--- src/rtl/ad9833_spi_drv.sv ---
// rtl/ad9833_spi_drv.sv - AD9833 16-bit serial word driver (FSYNC/SCLK/SDATA)
// Optional sticky spi_err_o for starts while busy: define AD9833_SPI_ERR_EN.
module ad9833_spi_drv #(
  parameter int SCLK_DIV    = 5,
  parameter int FSYNC_SETUP = 2,
  parameter int FSYNC_HOLD  = 2,
  parameter int GAP_CYC     = 4
) (
  input  logic        sys_clk_i,
  input  logic        rst_i,
  input  logic        start_pluse_i,
  input  logic [15:0] ad9833_cfg_data_i,
  output logic        ad9833_bus_busy_o,
  output logic        ad9833_fsync_o,
  output logic        ad9833_sclk_o,
  output logic        ad9833_sdata_o
`ifdef AD9833_SPI_ERR_EN
  , output logic      spi_err_o
`endif
);

  typedef enum logic [2:0] {IDLE, SETUP, SHIFT, HOLD, GAP} state_t;

  localparam logic [7:0] DIV_LAST   = 8'(SCLK_DIV - 1);
  localparam logic [7:0] SETUP_LAST = 8'(FSYNC_SETUP - 1);
  localparam logic [7:0] HOLD_LAST  = 8'(FSYNC_HOLD - 1);
  localparam logic [7:0] GAP_LAST   = 8'(GAP_CYC - 1);

  state_t      state_q, state_nxt;
  logic [7:0]  phase_q, phase_nxt;
  logic [3:0]  bit_q, bit_nxt;
  logic [15:0] shreg_q, shreg_nxt;
  logic        busy_q, busy_nxt;
  logic        fsync_q, fsync_nxt;
  logic        sclk_q, sclk_nxt;

  always_ff @(posedge sys_clk_i or posedge rst_i) begin
    if (rst_i) begin
      state_q <= IDLE;
      phase_q <= 8'd0;
      bit_q   <= 4'd0;
      shreg_q <= 16'd0;
      busy_q  <= 1'b0;
      fsync_q <= 1'b1;
      sclk_q  <= 1'b1;
    end else begin
      state_q <= state_nxt;
      phase_q <= phase_nxt;
      bit_q   <= bit_nxt;
      shreg_q <= shreg_nxt;
      busy_q  <= busy_nxt;
      fsync_q <= fsync_nxt;
      sclk_q  <= sclk_nxt;
    end
  end

  // The phase counter times one SCLK half-period; the registered sclk level
  // tells which half we are in, so 8 bits cover SCLK_DIV up to 255.
  always_comb begin
    state_nxt = state_q;
    phase_nxt = phase_q;
    bit_nxt   = bit_q;
    shreg_nxt = shreg_q;
    busy_nxt  = busy_q;
    fsync_nxt = fsync_q;
    sclk_nxt  = sclk_q;
    case (state_q)
      IDLE: begin
        if (start_pluse_i) begin
          shreg_nxt = ad9833_cfg_data_i;
          busy_nxt  = 1'b1;
          fsync_nxt = 1'b0;
          sclk_nxt  = 1'b1;
          phase_nxt = 8'd0;
          state_nxt = SETUP;
        end
      end
      SETUP: begin
        if (phase_q == SETUP_LAST) begin
          phase_nxt = 8'd0;
          bit_nxt   = 4'd15;
          state_nxt = SHIFT;
        end else begin
          phase_nxt = phase_q + 8'd1;
        end
      end
      SHIFT: begin
        if (phase_q != DIV_LAST) begin
          phase_nxt = phase_q + 8'd1;
        end else begin
          phase_nxt = 8'd0;
          if (sclk_q) begin
            sclk_nxt = 1'b0;
          end else begin
            // Rising edge: next bit appears together with sclk going high.
            sclk_nxt  = 1'b1;
            shreg_nxt = {shreg_q[14:0], 1'b0};
            if (bit_q == 4'd0) state_nxt = HOLD;
            else               bit_nxt   = bit_q - 4'd1;
          end
        end
      end
      HOLD: begin
        if (phase_q == HOLD_LAST) begin
          phase_nxt = 8'd0;
          fsync_nxt = 1'b1;
          state_nxt = GAP;
        end else begin
          phase_nxt = phase_q + 8'd1;
        end
      end
      GAP: begin
        if (phase_q == GAP_LAST) begin
          phase_nxt = 8'd0;
          busy_nxt  = 1'b0;
          state_nxt = IDLE;
        end else begin
          phase_nxt = phase_q + 8'd1;
        end
      end
      default: state_nxt = IDLE;
    endcase
  end

  assign ad9833_bus_busy_o = busy_q;
  assign ad9833_fsync_o    = fsync_q;
  assign ad9833_sclk_o     = sclk_q;
  assign ad9833_sdata_o    = shreg_q[15];

`ifdef AD9833_SPI_ERR_EN
  logic err_q;

  always_ff @(posedge sys_clk_i or posedge rst_i) begin
    if (rst_i)                                err_q <= 1'b0;
    else if (start_pluse_i && state_q != IDLE) err_q <= 1'b1;
  end

  assign spi_err_o = err_q;
`endif

endmodule

--- config.mk ---
export PLATFORM = sky130hd
export DESIGN_NAME = ad9833_spi_drv
export DESIGN_NICKNAME = d
export VERILOG_FILES = /design/src/rtl/ad9833_spi_drv.sv
export SDC_FILE = /design/constraint.sdc
export NUM_CORES = 1
export LEC_CHECK = 0
export ABC_AREA = 1
export CORE_ASPECT_RATIO = 0.9
export CORE_UTILIZATION = 30
export DETAILED_ROUTE_END_ITERATION = 6
export GPL_TIMING_DRIVEN = 0
export PLACE_DENSITY = 0.44
export SYNTH_ARGS = -nofsm -noshare
export SYNTH_HDL_FRONTEND = slang
export SYNTH_SLANG_ARGS = --single-unit
--- constraint.sdc ---
create_clock -name sys_clk_i -period 1.6 [get_ports sys_clk_i]
set_input_delay 0.48 -clock sys_clk_i [delete_from_list [all_inputs] [get_ports sys_clk_i]]
set_output_delay 0.48 -clock sys_clk_i [all_outputs]
set_load 0.005 [all_outputs]
# [Word-level counts from Yosys, hierarchy flattened]
# Cells that the tools add are included.
[op_classes] n_addsub=2 muxes=31 reduce_logical=15 eq_ne=15
[op_table] operator="$mux W16" count=3
[op_table] operator="$mux W8" count=4
[op_table] operator="$pmux W16 S2" count=1
[op_table] operator="$pmux W8 S4" count=1
[op_table] operator="$mux W3" count=7
[op_table] operator="$mux W4" count=4
[op_table] operator="$ne A2 B2 Y1 const B" count=8
[op_table] operator="$pmux W3 S5" count=1
[op_table] operator="$reduce_and A3 Y1" count=3
[op_table] operator="$add A8 B1 Y8 const B" count=1
[op_table] operator="$eq A8 B1 Y1 const B" count=1
[op_table] operator="$eq A8 B2 Y1 const B" count=1
[op_table] operator="$ne A8 B3 Y1 const B" count=1
[op_table] operator="$pmux W4 S2" count=1
[op_table] operator="$reduce_bool A2 Y1" count=4
[op_table] operator="$reduce_and A7 Y1" count=1
[op_table] operator="$eq A3 B2 Y1 const B" count=2
[op_table] operator="$mux W1" count=6
[op_table] operator="$pmux W1 S2" count=3
[op_table] operator="$reduce_and A5 Y1" count=1
[op_table] operator="$logic_not A4 Y1" count=1
[op_table] operator="$reduce_and A4 Y1" count=1
[op_table] operator="$reduce_bool A4 Y1" count=1
[op_table] operator="$sub A4 B1 Y4 const B" count=1
[op_table] operator="5 further kinds" count=5
[word_totals] in_bits=19 word_cells=70 register_bits=34 output_inout_bits=4

# [Logic depth before layout (Yosys ltp)]
[logic_depth] depth_word=5 ltp_mapped=9 mapped_depth_nobuf=9

# [Least setup slack after synthesis]
# No wires, ideal clock.
[synth_timing] path_type="register to register" startpoint="reg phase_q[0]" endpoint="reg shreg_q[15]" t_required_ps=1477 n_path_buf=1 t_arrival_ps=1316 setup_slack_ps=161 path_stages_with_launch=9 period_less_slack_ps=1439 setup_ps=123 cell_sequence="dfrtp_1 -> inv_1 -> ha_1 -> nand3_1 -> o21ai_2 -> nand4_4 -> buf_6 -> nand2_1 -> o21ai_1"
[synth_between] elab_chain_cells=3
[synth_rtl] item="from (decl)" line_no="30" rtl="logic [7:0] phase_q, phase_nxt;"
[synth_rtl] item="from (signal assigned)" line_no="48" rtl="phase_q <= phase_nxt;"
[synth_rtl] item="$ne A8 B3 Y1" line_no="88" rtl="if (phase_q != DIV_LAST) begin"
[synth_rtl] item="$ne A2 B2 Y1 (no line)"
[synth_rtl] item="$reduce_and A4 Y1 (no line)"
[synth_rtl] item="to (signal assigned)" line_no="50" rtl="shreg_q <= shreg_nxt;"
[synth_rtl] item="to (decl)" line_no="32" rtl="logic [15:0] shreg_q, shreg_nxt;"
# No other way between the ends.
# A chain may end at the register's enable or synchronous reset.

# [Final worst setup path]
[layout_timing] startpoint="reg phase_q[1]" endpoint="reg shreg_q[5]"
# Same word-level chain as after synthesis.

==> reports/qor.txt <==
post-DR vias/cell -> 4.56
cell leakage power -> 1.30 nW
Placeable Area -> 6250 um2
Worst EP arrival -> 1.77 ns
critical path peak fanout -> 8
vias -> 1704
Synth Instances -> 239
Die Y-Extent -> 79.3 um
die area -> 6960 um2
FF-to-FF path depth -> 8
Worst-path clk slew -> 0.07 ns
Syn. warnings -> 0
Residual DRC -> 0
Slew Viols, Final -> 0
antenna violations before repair -> 0
hold-fix buffers at CTS -> 0
routability cong. -> 0.749
power density over the cells -> 1860 nW/um2
crit-path cells -> inv_2 > ha_4 > nand3_4 > o21ai_4 > nand4_4 > buf_6 > nand2_1 > o21ai_1
fmax -> 625 MHz
Final #Nets -> 309
synth-to-layout area growth -> 36.4%
diode count -> 0
Setup-failing EPs final -> 0
Worst Path Required -> 1.78 ns
Initial Util -> 31.8%
crit end category -> flip-flop
clk_lat worst skew -> 0.29 ns
HPWL Detailed -> 3140 um
Die Span X -> 87.8 um
Layout Skew -> 0.0102 ns
Synth Net Count -> 262
Seq/Total Area, Yosys -> 42.9%
dominant delay contributor by cell family on the critical path -> flip-flops
EDFF count, synth -> 0
layout cell share with drive strength beyond 1 -> 31.0%
status -> finished clean
Core Rows -> 27
critical path startpoint category -> flip-flop
CTS root buf -> clkbuf_8
Synth cell types -> 32
final WL -> 4800 um
Non-Filler Instances -> 374
placed insts -> 348
most frequent cells in the layout -> nand2_1, dfrtp_1, inv_1, o21ai_1
Hold Crit Class -> flip-flop to flip-flop
1st-iter DRT viols -> 52
area of the mapped netlist -> 1990 um2
unrepaired setup endpoints after global routing -> true
total power -> 5.04 mW
num ports -> 23
R2R setup slack -> 0.001 ns
first-pass GRT wire length -> 8160 um
ys flop type -> dfrtp_1
largest net degree at the start of global routing -> 35
Critical Path Slowest Stage Cell -> dfrtp_1
TritonCTS clock tree -> done
MaxCap Viol Count -> 0
reg2reg start -> phase_q[1]
final period utilization -> 99.9%
input/output buffers -> 22
R2R Path End -> shreg_q[5]
GRT overflow -> 0
gr usage total -> 15.4%
Worst Hold Depth -> 2
Final Hold Viols -> 0
commonest non-fill, non-tap cell in the layout -> nand2_1
clock sink total -> 34
total CTS buffers -> 5
Tmin final -> 1.60 ns
synthesis-stage register bit count -> 34
hold endpoint -> shreg_q[9]
Post-synth ARST share -> 100%
VDD IR-drop max -> 0.671 mV
Placed Area -> 2320 um2
worst setup margin -> 0.00114 ns
final antenna-violating net count -> 0
routed len/inst -> 12.8 um
Least-Margin Pin Slew -> 0.731 ns
htree depth -> 2
critical path class -> flip-flop to flip-flop
fillers -> 645
TritonRoute pass-1 iters -> 4
vias in the first global route -> 1638
post-synthesis area per instance -> 8.32 um2
worst rel slew slack -> 51.2%
post-layout instance area -> 2710 um2
CP peak stage delay -> 0.40 ns
Critical path buffers and inverters -> 2
hold path startpoint -> shreg_q[9]
worst slack, placed -> -0.153 ns
CTS Buffer Depth -> 2
cells by family after synthesis:
kind of cell	share of synthesized area, %
buf+inv	8.24
simple gates	26.0
mux	7.55
fa+ha+maj	2.52
flops	42.9
compound gates	11.4
xor+xnor	1.32
sequential cells by signal (all words and copies together), names as in the netlist:
signal / count
ad9833_sclk_o: 1
state_q: 3
ad9833_bus_busy_o: 1
bit_q: 4
shreg_q: 16
ad9833_fsync_o: 1
phase_q: 8
worst min-delay path, delay by kind of cell, from the launching register on:
| family | cells | cell delay (ns) |
|---|---|---|
| AO/OA/AOI/OAI | 1 | 0.05 |
| flip-flops | 1 | 0.36 |
| AND/OR/NAND/NOR | 1 | 0.06 |
synthesized netlist by cell type, types with 3 or more instances:
library cell / number / area, um2
nand2_1: 50 / 188
o211ai_1: 4 / 30.0
nor2_4: 3 / 33.8
nand3_1: 15 / 75.1
ha_1: 4 / 50.1
mux2i_1: 15 / 150
dfrtp_1: 32 / 801
inv_1: 26 / 97.6
o21ai_2: 4 / 35.0
o21ai_0: 6 / 30.0
o21ai_1: 20 / 100
buf_6: 3 / 33.8
nor2_1: 23 / 86.3
nand4_1: 3 / 18.8
nand2_2: 3 / 18.8
inv_2: 4 / 15.0
xor2_1: 3 / 26.3
worst max path at each step:
stage                   from           to  slack [ns]  cells past startpoint
4_1_cts           phase_q[1]  shreg_q[15]      -0.008                      8
5_1_grt           phase_q[1]  shreg_q[10]       -0.10                      8
3_5_place_dp   start_pluse_i  shreg_q[10]       -0.15                      7
2_1_floorplan     phase_q[0]  shreg_q[15]        0.16                      8
3_3_place_gp           rst_i     bit_q[2]       -0.59                      2
6_report          phase_q[1]   shreg_q[5]       0.001                      8
layout make-up:
cell class | count | area (um2) | share of cell area [%]
Multi-Input combinational cell | 169 | 1130 | 41.7
Sequential cell | 34 | 857 | 31.6
Timing Repair Buffer | 40 | 354 | 13.0
Inverter | 30 | 113 | 4.15
Tap cell | 87 | 109 | 4.01
Clock buffer | 6 | 82.6 | 3.04
Buffer | 6 | 53.8 | 1.98
Clock inverter | 2 | 12.5 | 0.461
metal layers:
layer,up-vias,track usage (%),wire (um)
met5,-,0,0
li1,887,-,-
met4,0,4.92,49
met2,21,22.9,2210
met1,791,21.7,2410
met3,5,3.64,127
what timing repair did:
item,in CTS,in global routing
gates cloned,2,0
endpoints found under the hold margin,0,0
gates resized for setup,16,42
setup endpoints to repair,27,30
pin swaps,4,11
setup buffers,9,7
metrics by stage:
stage,setup TNS (ns),hold slack (ns),util [%]
floorplan,0,0.458,-
global placement,-22.69,0.477,37.1
detailed placement,-3.14,0.479,37.1
CTS,-0.0239,0.499,40.4
global route,-1.76,0.513,43.4
finish,0,0.493,43.4
where the power goes:
part	internal [mW]	switching, mW	total (mW)
clock	0.346	0.341	0.688
sequential	1.24	0.269	1.50
combinational	1.26	1.59	2.85
total	2.84	2.20	5.04
(Power assumes the default switching activity.)
